`config.mk`:
```
export PLATFORM = sky130hd
export DESIGN_NAME = rr_arbiter_flat
export DESIGN_NICKNAME = d
export VERILOG_FILES = /design/src/rtl/rr_arbiter_pkg.sv /design/src/rtl/rr_arbiter_if.sv /design/src/rtl/rr_arbiter_pick.sv /design/src/rtl/rr_arbiter.sv /design/src/flat_wrapper.sv
export SDC_FILE = /design/constraint.sdc
export NUM_CORES = 1
export LEC_CHECK = 0
export BUFFER_PORTS_ARGS = -buffer_cell sky130_fd_sc_hd__clkbuf_2
export CAP_MARGIN = 20
export CELL_PAD_IN_SITES_DETAIL_PLACEMENT = 1
export CELL_PAD_IN_SITES_GLOBAL_PLACEMENT = 1
export CORE_MARGIN = 2
export CORE_UTILIZATION = 40
export DETAILED_ROUTE_END_ITERATION = 8
export PLACE_DENSITY_LB_ADDON = 0.1
export SLEW_MARGIN = 20
export SYNTH_ARGS = -nofsm -noshare
export SYNTH_HDL_FRONTEND = slang
export SYNTH_HIERARCHICAL = 1
export SYNTH_SLANG_ARGS = --single-unit
```
`constraint.sdc`:
```
create_clock -name clk -period 3.8 [get_ports clk]
set_input_delay 0.57 -clock clk [delete_from_list [all_inputs] [get_ports clk]]
set_output_delay 0.57 -clock clk [all_outputs]
set_load 0.01 [all_outputs]
```
`src/rtl/rr_arbiter_pkg.sv`:
```
// Shared types and constants for the round-robin arbiter slice.
// Defaults here are what the arbiter, its picker and its interface fall back to.
package arb_pkg;

  typedef enum logic [0:0] {
    ARB_IDLE  = 1'b0,
    ARB_GRANT = 1'b1
  } arb_state_e;

  localparam int ARB_N         = 8;
  localparam int ARB_IDX_W     = $clog2(ARB_N);
  localparam int ARB_HOLD_MAX  = 4;

  // Widest supported requester count; callers truncate to their own N.
  localparam int ARB_N_MAX     = 16;
  localparam int ARB_IDX_W_MAX = 4;

  function automatic logic [ARB_N_MAX-1:0] onehot_f(input logic [ARB_IDX_W_MAX-1:0] idx);
    return {{(ARB_N_MAX-1){1'b0}}, 1'b1} << idx;
  endfunction

endpackage

```
`src/rtl/rr_arbiter_if.sv`:
```
// Request/grant bundle between requesters (master) and the arbiter (slave).
interface rr_arbiter_if #(
  parameter int N     = arb_pkg::ARB_N,
  parameter int IDX_W = $clog2(N)
) ();

  logic [N-1:0]     req;
  logic [N-1:0]     gnt;
  logic [IDX_W-1:0] gnt_idx;
  logic             gnt_valid;

  modport master (output req, input gnt, input gnt_idx, input gnt_valid);
  modport slave  (input req, output gnt, output gnt_idx, output gnt_valid);

endinterface

```
`src/rtl/rr_arbiter_pick.sv`:
```
// Circular first-set-bit picker: scans req from ptr upward, wrapping at N-1.
// The doubled vector shifted by ptr turns the circular scan into a plain priority encode.
module rr_pick
  import arb_pkg::*;
#(
  parameter int N     = ARB_N,
  parameter int IDX_W = $clog2(N)
) (
  input  logic [N-1:0]     req,
  input  logic [IDX_W-1:0] ptr,
  output logic             found,
  output logic [N-1:0]     pick_oh,
  output logic [IDX_W-1:0] pick_idx
);

  logic [N-1:0]     rot_s;
  logic [IDX_W-1:0] off_s;

  // Rotate so bit 0 is the ptr position, then find the lowest set bit.
  always_comb begin
    rot_s = N'({req, req} >> ptr);
    off_s = {IDX_W{1'b0}};
    for (int j = N - 1; j >= 0; j--) begin
      if (rot_s[j]) begin
        off_s = IDX_W'(j);
      end else begin
        off_s = off_s;
      end
    end
    found    = |rot_s;
    // N is a power of two, so the IDX_W-bit add wraps modulo N.
    pick_idx = ptr + off_s;
    pick_oh  = found ? ({{(N-1){1'b0}}, 1'b1} << pick_idx) : {N{1'b0}};
  end

endmodule

```
`src/rtl/rr_arbiter.sv`:
```
// Round-robin arbiter: one owner at a time, held while requesting,
// rotated away after HOLD_MAX cycles when someone else is waiting.
module rr_arbiter
  import arb_pkg::*;
#(
  parameter int N        = ARB_N,
  parameter int IDX_W    = $clog2(N),
  parameter int HOLD_MAX = ARB_HOLD_MAX
) (
  input  logic         clk,
  input  logic         rst,
  rr_arbiter_if.slave  bus
);

  localparam int              HC_W       = (HOLD_MAX < 1) ? 1 : $clog2(HOLD_MAX + 1);
  localparam logic [HC_W-1:0] HOLD_MAX_C = HC_W'(HOLD_MAX);

  arb_state_e       state_r;
  logic [IDX_W-1:0] owner_r;
  logic [IDX_W-1:0] ptr_r;
  logic [HC_W-1:0]  hold_cnt_r;
  logic [N-1:0]     gnt_r;
  logic [IDX_W-1:0] gnt_idx_r;
  logic             gnt_valid_r;

  logic [N-1:0]     owner_oh_s;
  logic             owner_req_s;
  logic [IDX_W-1:0] next_ptr_s;
  logic [N-1:0]     cand_s;
  logic [IDX_W-1:0] start_s;
  logic             found_s;
  logic [N-1:0]     pick_oh_s;
  logic [IDX_W-1:0] pick_idx_s;

  // While granting, both release and preempt pick among the others starting at owner+1,
  // so one picker serves IDLE (start at ptr) and GRANT (start at owner+1, owner masked).
  always_comb begin
    owner_oh_s  = N'(onehot_f(ARB_IDX_W_MAX'(owner_r)));
    owner_req_s = |(bus.req & owner_oh_s);
    next_ptr_s  = owner_r + IDX_W'(1);
    cand_s      = (state_r == ARB_GRANT) ? (bus.req & ~owner_oh_s) : bus.req;
    start_s     = (state_r == ARB_GRANT) ? next_ptr_s : ptr_r;
  end

  rr_pick #(.N(N), .IDX_W(IDX_W)) u_pick (
    .req      (cand_s),
    .ptr      (start_s),
    .found    (found_s),
    .pick_oh  (pick_oh_s),
    .pick_idx (pick_idx_s)
  );

  // Arbitration FSM with registered grant outputs.
  always_ff @(posedge clk or posedge rst) begin
    if (rst) begin
      state_r     <= ARB_IDLE;
      owner_r     <= {IDX_W{1'b0}};
      ptr_r       <= {IDX_W{1'b0}};
      hold_cnt_r  <= {HC_W{1'b0}};
      gnt_r       <= {N{1'b0}};
      gnt_idx_r   <= {IDX_W{1'b0}};
      gnt_valid_r <= 1'b0;
    end else begin
      case (state_r)
        ARB_IDLE: begin
          if (found_s) begin
            state_r     <= ARB_GRANT;
            owner_r     <= pick_idx_s;
            hold_cnt_r  <= HC_W'(1);
            gnt_r       <= pick_oh_s;
            gnt_idx_r   <= pick_idx_s;
            gnt_valid_r <= 1'b1;
          end else begin
            hold_cnt_r  <= {HC_W{1'b0}};
            gnt_r       <= {N{1'b0}};
            gnt_idx_r   <= {IDX_W{1'b0}};
            gnt_valid_r <= 1'b0;
          end
        end
        ARB_GRANT: begin
          if (!owner_req_s) begin
            ptr_r <= next_ptr_s;
            if (found_s) begin
              owner_r     <= pick_idx_s;
              hold_cnt_r  <= HC_W'(1);
              gnt_r       <= pick_oh_s;
              gnt_idx_r   <= pick_idx_s;
              gnt_valid_r <= 1'b1;
            end else begin
              state_r     <= ARB_IDLE;
              owner_r     <= {IDX_W{1'b0}};
              hold_cnt_r  <= {HC_W{1'b0}};
              gnt_r       <= {N{1'b0}};
              gnt_idx_r   <= {IDX_W{1'b0}};
              gnt_valid_r <= 1'b0;
            end
          end else if ((HOLD_MAX_C != {HC_W{1'b0}}) && (hold_cnt_r >= HOLD_MAX_C) && found_s) begin
            ptr_r       <= next_ptr_s;
            owner_r     <= pick_idx_s;
            hold_cnt_r  <= HC_W'(1);
            gnt_r       <= pick_oh_s;
            gnt_idx_r   <= pick_idx_s;
            gnt_valid_r <= 1'b1;
          end else begin
            if ((HOLD_MAX_C != {HC_W{1'b0}}) && (hold_cnt_r < HOLD_MAX_C)) begin
              hold_cnt_r <= hold_cnt_r + HC_W'(1);
            end else begin
              hold_cnt_r <= hold_cnt_r;
            end
          end
        end
        default: begin
          state_r     <= ARB_IDLE;
          owner_r     <= {IDX_W{1'b0}};
          hold_cnt_r  <= {HC_W{1'b0}};
          gnt_r       <= {N{1'b0}};
          gnt_idx_r   <= {IDX_W{1'b0}};
          gnt_valid_r <= 1'b0;
        end
      endcase
    end
  end

  assign bus.gnt       = gnt_r;
  assign bus.gnt_idx   = gnt_idx_r;
  assign bus.gnt_valid = gnt_valid_r;

endmodule

```
`src/flat_wrapper.sv`:
```
// flat-port wrapper written by rule: the top's interface ports become plain ports
module rr_arbiter_flat import arb_pkg::*;
#(
  parameter int N        = ARB_N,
  parameter int IDX_W    = $clog2(N),
  parameter int HOLD_MAX = ARB_HOLD_MAX
)
  (clk, rst, bus_req, bus_gnt, bus_gnt_idx, bus_gnt_valid);
  rr_arbiter_if #(.N(N), .IDX_W(IDX_W)) bus_i ();
  input  logic clk;
  input  logic rst;
  input wire logic [$bits(bus_i.req)-1:0] bus_req;
  output wire logic [$bits(bus_i.gnt)-1:0] bus_gnt;
  output wire logic [$bits(bus_i.gnt_idx)-1:0] bus_gnt_idx;
  output wire logic [$bits(bus_i.gnt_valid)-1:0] bus_gnt_valid;
  assign bus_i.req = bus_req;
  assign bus_gnt = bus_i.gnt;
  assign bus_gnt_idx = bus_i.gnt_idx;
  assign bus_gnt_valid = bus_i.gnt_valid;
  rr_arbiter #(.N(N), .IDX_W(IDX_W), .HOLD_MAX(HOLD_MAX)) u_core (.clk(clk), .rst(rst), .bus(bus_i));
endmodule
```
* Yosys cells after proc, flatten, opt, wreduce, memory -nomap -nowiden
Index checks and enable logic that the tools add are counted.
Cells by class: add/subtract/negate cells 3, magnitude comparators 2, equal/unequal tests 4, shift operators 3, multiplexer cells 34, bitwise gates (word level) 4, reduce and logical (&&, ||, !) cells 5
Operators with widths (count):
- $mux 3 | 18
- $mux 8 | 5
- $pmux 3 s2 | 3
- $and 8x8->8 | 2
- $pmux 8 s2 | 1
- $reduce_or 8->1 | 2
- $shl 1x3->8 const A | 2
- $shr 16x3->8 | 1
- $not 8->8 | 1
- $add 3x1->3 const B | 2
- $mux 1 | 5
- $ne 4x4->1 const B | 1
- $pmux 1 s2 | 2
- $reduce_and 2->1 | 2
- $add 3x3->3 | 1
- $ge 3x3->1 const B | 1
- $lt 3x3->1 const B | 1
- $ne 3x3->1 const B | 1
- $ne 2x1->1 const B | 1
- $ne 2x2->1 const B | 1
- $logic_and 1x1->1 | 1
- $not 1->1 | 1
Storage, ports and cells: flip-flop bits (word level) 22, input port bits 10, output and inout bits 12, logic and storage cells 62

* Longest topological paths before layout
word-level depth 19, depth in mapped cells 18, gate-level depth less buffers 16

* By module
The synthesis kept the hierarchy.
By module, submodules not included:
- rr_arbiter | instances 1, cells an instance 120, area an instance 1272.5 µm², sequential area each 550.5 µm²
- rr_pick | instances 1, cells an instance 105, area an instance 837.1 µm², sequential area each 0.0 µm²

* Worst setup path before layout
OpenSTA, ideal clock, no wires.
path type reg2reg, start register u_core.owner_r[0], end register u_core.owner_r[1], setup time 0.123 ns, arrival 3.490 ns, slack 0.187 ns, cell stages (with the launch flop) 17, period minus slack after synthesis 3.613 ns, cell sequence dfrtp_1 -> ha_1 -> ha_1 -> nand2b_1 -> o21ai_0 -> buf_1 -> clkbuf_1 -> nand2_1 -> o21ai_0 -> nor3_1 -> o31ai_1 -> ha_1 -> inv_1 -> fa_1 -> inv_1 -> or2_2 -> o221a_2
RTL lines:
- start: declaration | line rr_arbiter.sv:19 | logic [IDX_W-1:0] owner_r;
- start signal: assignment | line rr_arbiter.sv:57 | owner_r <= {IDX_W{1'b0}};
- start signal: assignment | line rr_arbiter.sv:68 | owner_r <= pick_idx_s;
- start signal: assignment | line rr_arbiter.sv:84 | owner_r <= pick_idx_s;
- $add 3x1->3 * | line rr_arbiter.sv:40 | next_ptr_s = owner_r + IDX_W'(1);
- $mux 3 * | line rr_arbiter.sv:42 | start_s = (state_r == ARB_GRANT) ? next_ptr_s : ptr_r;
- named net u_core.start_s[2] | line rr_arbiter.sv:30 | logic [IDX_W-1:0] start_s;
- $shr 16x3->8 * | line rr_arbiter_pick.sv:21 | rot_s = N'({req, req} >> ptr);
- $mux 3 (7 in series) | line rr_arbiter_pick.sv:24 | if (rot_s[j]) begin
- $mux 3 * | line rr_arbiter_pick.sv:24
- $add 3x3->3 * | line rr_arbiter_pick.sv:32 | pick_idx = ptr + off_s;
- named net u_core.pick_idx_s[1] | line rr_arbiter.sv:33 | logic [IDX_W-1:0] pick_idx_s;
- $mux 3, on equally long branches | line rr_arbiter.sv:83, rr_arbiter.sv:97
- $mux 3 | line rr_arbiter.sv:81 | if (!owner_req_s) begin
- $pmux 3 s2 * | line rr_arbiter.sv:64 | case (state_r)
The timed path passes the listed nets; every way through them passes the cells marked *. The select of a mux whose other input is x is not followed. A chain may end at the register's enable or synchronous reset.

* Worst setup path in the final report
start register u_core.owner_r[1], end register u_core.owner_r[1]
RTL lines:
- $add 3x1->3 * | line rr_arbiter.sv:40
- named net u_core.next_ptr_s[1] | line rr_arbiter.sv:28 | logic [IDX_W-1:0] next_ptr_s;
- $mux 3 * | line rr_arbiter.sv:42
- named net u_core.start_s[1] | line rr_arbiter.sv:30
- $shr 16x3->8 | line rr_arbiter_pick.sv:21
- $mux 3 (8 in series) | line rr_arbiter_pick.sv:24
- $add 3x3->3 * | line rr_arbiter_pick.sv:32
- named net u_core.pick_idx_s[1] | line rr_arbiter.sv:33
- $mux 3, on equally long branches | line rr_arbiter.sv:83, rr_arbiter.sv:97
- $mux 3 | line rr_arbiter.sv:81
- $pmux 3 s2 * | line rr_arbiter.sv:64
Marks and branches as above.

==> results.yml <==
status:
  status: "finished, final reports clean"
clock_network:
  postCtsHoldBufs: 0
  htree_levels: 1
  clock_latency_ns: 0.27
  cts_made_buffers: 3
  numClockSinks: 22
  clk_path_buf_depth: 2
  clkTransAtPathRegs_ns: 0.09
  cts_tree: "built"
  cts_root_buf: "clkbuf_8"
timing:
  setup_viol: 0
  finClkSkew_ns: 0.00766
  period_share: 0.990
  timing.final.crit_period_ns: 3.76
  whs_ns: 0.444
  hold_violations: 0
  timing.fmax_mhz: 266
  maxSlewViolCount: 0
  maxSlewHeadroom: 0.427
  worstMarginPinSlew_ns: 0.859
synth:
  synth_seq_cells: 22
  ys_seq_area_frac: 0.261
  synth_area_sq_mm: 0.00211
  ys.flop_type: "dfrtp_1"
  synth.distinct_cells: 62
  synthArstFlopShare: 1.00
  synth_enable_flop_cells: 0
  avgSynthCellArea_sq_um: 9.38
  syn_inst: 225
  ys_warn_count: 6
  syn_nets: 244
global_route:
  grt_pass1_vias: 2015
  grt_use_total: 0.204
  grt_pass1_wl_mm: 9.66
  grt_max_degree: 23
  grt-ovfl-total: 0
  antenna_found_initial: 0
critical_path:
  cp.arrival_ns: 3.92
  r2r-end: "u_core/owner_r[1]"
  required_ns: 3.96
  reg2reg_depth: 15
  reg2reg_slack_ns: 0.04
  crit_type: "reg -> reg"
  path_max_fanout: 9
  startpoint: "u_core/owner_r[1]"
  endpoint_kind: "register"
  worstSetupStartpointType: "register"
  r2r_start: "u_core/owner_r[1]"
finish:
  drive_gt1_frac: 0.377
  instances_no_fill: 338
  utilization: 0.510
  layout.nets: 288
  diodes: 0
  synthToLayoutAreaGrowth_pct: 23.5
  final_area_sq_mm: 0.00261
routing:
  wl_per_cell_um: 17.1
  wl_mm: 5.78
  num_vias: 1919
  wl_met3_um: 105
  ant_nets: 0
  drt-initial-drc-count: 65
  met1_length_mm: 2.56
  dr.pass1.iters: 4
  vias_per_cell: 5.68
  dr_wl_met2_mm: 3.03
  drc: 0
  top_layer_used: "met4"
floorplanning:
  io_pins: 22
  die_y_um: 76.6
  die_area_sq_mm: 0.00587
  num_rows: 26
  fp.dieW_um: 76.6
  core_sq_mm: 0.00511
  initial_core_util: 0.413
run:
  maxCapViolCount: 0
placed_design:
  dp_cells: 330
  detailed_place_hpwl_mm: 4.38
  port_buffers: 21
  place_area_sq_mm: 0.00244
  gp_congestion: 0.784
hold_path:
  hold_class: "in -> async"
-- metal layers --
metal	vias to the layer above	GRT usage
li1	937	-
met1	957	0.255
met2	18	0.361
met3	7	0.0284
met4	0	0.0655
met5	-	0
-- flip-flops by register name (all words and copies together) (netlist names) --
| signal | cells |
|---|---|
| u_core/state_r | 1 |
| u_core/ptr_r | 3 |
| u_core/bus.gnt | 8 |
| u_core/owner_r | 3 |
| u_core/bus.gnt_valid | 1 |
| u_core/hold_cnt_r | 3 |
| u_core/bus.gnt_idx | 3 |
-- cell families (layout without fill, tap and decap cells) --
kind of cell               count (synthesis)  in the layout  synth area share
AOI/OAI and AO/OA                         74             74             0.294
DFF                                       22             22             0.261
muxes                                     20             20             0.138
buffers and inverters                     30             73            0.0664
and+or+nand+nor                           67             67             0.170
adders and majority gates                 10             10            0.0623
xor gates and xnor gates                   2              2           0.00831
-- cell usage after synthesis (2+ instances only) --
master    number  area (sq um)
a211oi_1       3          22.5
a21boi_0       8          60.1
a21oi_1        6          30.0
a22o_1        11          96.3
a22oi_1        2          15.0
a22oi_2        2          25.0
a31oi_1        5          31.3
and2_1         2          12.5
buf_2          3          15.0
buf_4          2          15.0
buf_6          2          22.5
clkbuf_1       5          18.8
dfrtp_1       22           551
ha_1           8           100
inv_1         15          56.3
mux2_2         3          33.8
mux2i_1       10           100
mux2i_4        2          45.0
mux4_2         5           113
nand2_1       14          52.6
nand2b_1       6          37.5
nand3_1        8          40.0
nor2_1        11          41.3
nor2b_1        5          31.3
nor3_1         5          25.0
nor3_2         2          20.0
nor3b_1        3          22.5
o21ai_0       10          50.1
o221a_2        2          22.5
o221ai_1       2          17.5
o22ai_1        3          18.8
o31ai_1        2          15.0
or2_2          2          12.5
or3_1          5          31.3
xnor2_1        2          17.5
-- worst max-delay path: stages (launching register included) --
cell and delay, ns:
dfrtp_1 0.41, inv_1 0.08, ha_1 0.30, nand2_2 0.08, nand2_4 0.13, buf_12 0.13
mux4_2 0.53, a311oi_2 0.21, nor3_1 0.10, o31ai_1 0.36, ha_2 0.24, inv_1 0.05
fa_2 0.54, inv_2 0.06, or2_2 0.29, o221a_2 0.13
-- area by class of cell --
type | count | area, sq um
fill | 602 | 2500
multi-input combinational | 173 | 1470
sequential | 22 | 552
timing repair buffer | 53 | 362
tap | 70 | 87.6
inverter | 16 | 63.8
clock buffer | 3 | 41.3
clock inverter | 1 | 30.0
-- worst max-delay path by stage --
stage	end	slack, ns	cells after the start
finish	u_core/owner_r[1]	0.04	15
global route	u_core/owner_r[1]	-0.07	15
CTS	u_core/owner_r[1]	0.02	15
detailed placement	u_core/bus.gnt[7]	0.01	15
global placement	u_core/bus.gnt[7]	0.08	15
floorplan	u_core/owner_r[1]	0.19	16
-- repair_timing --
action | 4_1_cts | 5_1_grt
endpoints found under the hold margin | 0 | 0
buffers inserted | 0 | 4
pin swaps | 0 | 3
resized for setup | 1 | 23
endpoints found under the setup margin | 1 | 12
-- placed cells by master (no fill, tap or decap), types with 2 or more instances in the layout --
| cell type | n |
|---|---|
| mux2i_1 | 9 |
| nand2b_1 | 5 |
| ha_1 | 7 |
| or2_2 | 2 |
| o22ai_1 | 3 |
| xnor2_1 | 2 |
| a31oi_1 | 5 |
| a22oi_1 | 2 |
| o31ai_1 | 2 |
| inv_2 | 2 |
| and2_1 | 2 |
| or3_1 | 5 |
| a21boi_0 | 4 |
| nor2b_1 | 5 |
| nor3_1 | 5 |
| nor3_2 | 2 |
| a22oi_2 | 2 |
| buf_4 | 30 |
| o221a_2 | 2 |
| inv_1 | 13 |
| mux2i_4 | 2 |
| o221ai_1 | 2 |
| clkbuf_2 | 21 |
| nor2_1 | 10 |
| clkbuf_8 | 3 |
| mux2_2 | 3 |
| a211oi_1 | 3 |
| nor3b_1 | 2 |
| nand3_1 | 8 |
| o21ai_0 | 8 |
| a21oi_1 | 6 |
| mux4_2 | 5 |
| a22o_1 | 11 |
| dfrtp_1 | 21 |
| a21boi_1 | 3 |
| nand2_1 | 12 |
-- per-stage QoR --
stage | setup WS [ns] | setup TNS [ns]
2_1_floorplan | 0.187 | 0
3_3_place_gp | 0.0791 | 0
3_5_place_dp | 0.0122 | 0
4_1_cts | 0.0233 | 0
5_1_grt | -0.0700 | -0.322
6_report | 0.0378 | 0
Power is not shown: default switching activity piles up to over one toggle a cycle in this logic, so the estimate is an artifact.
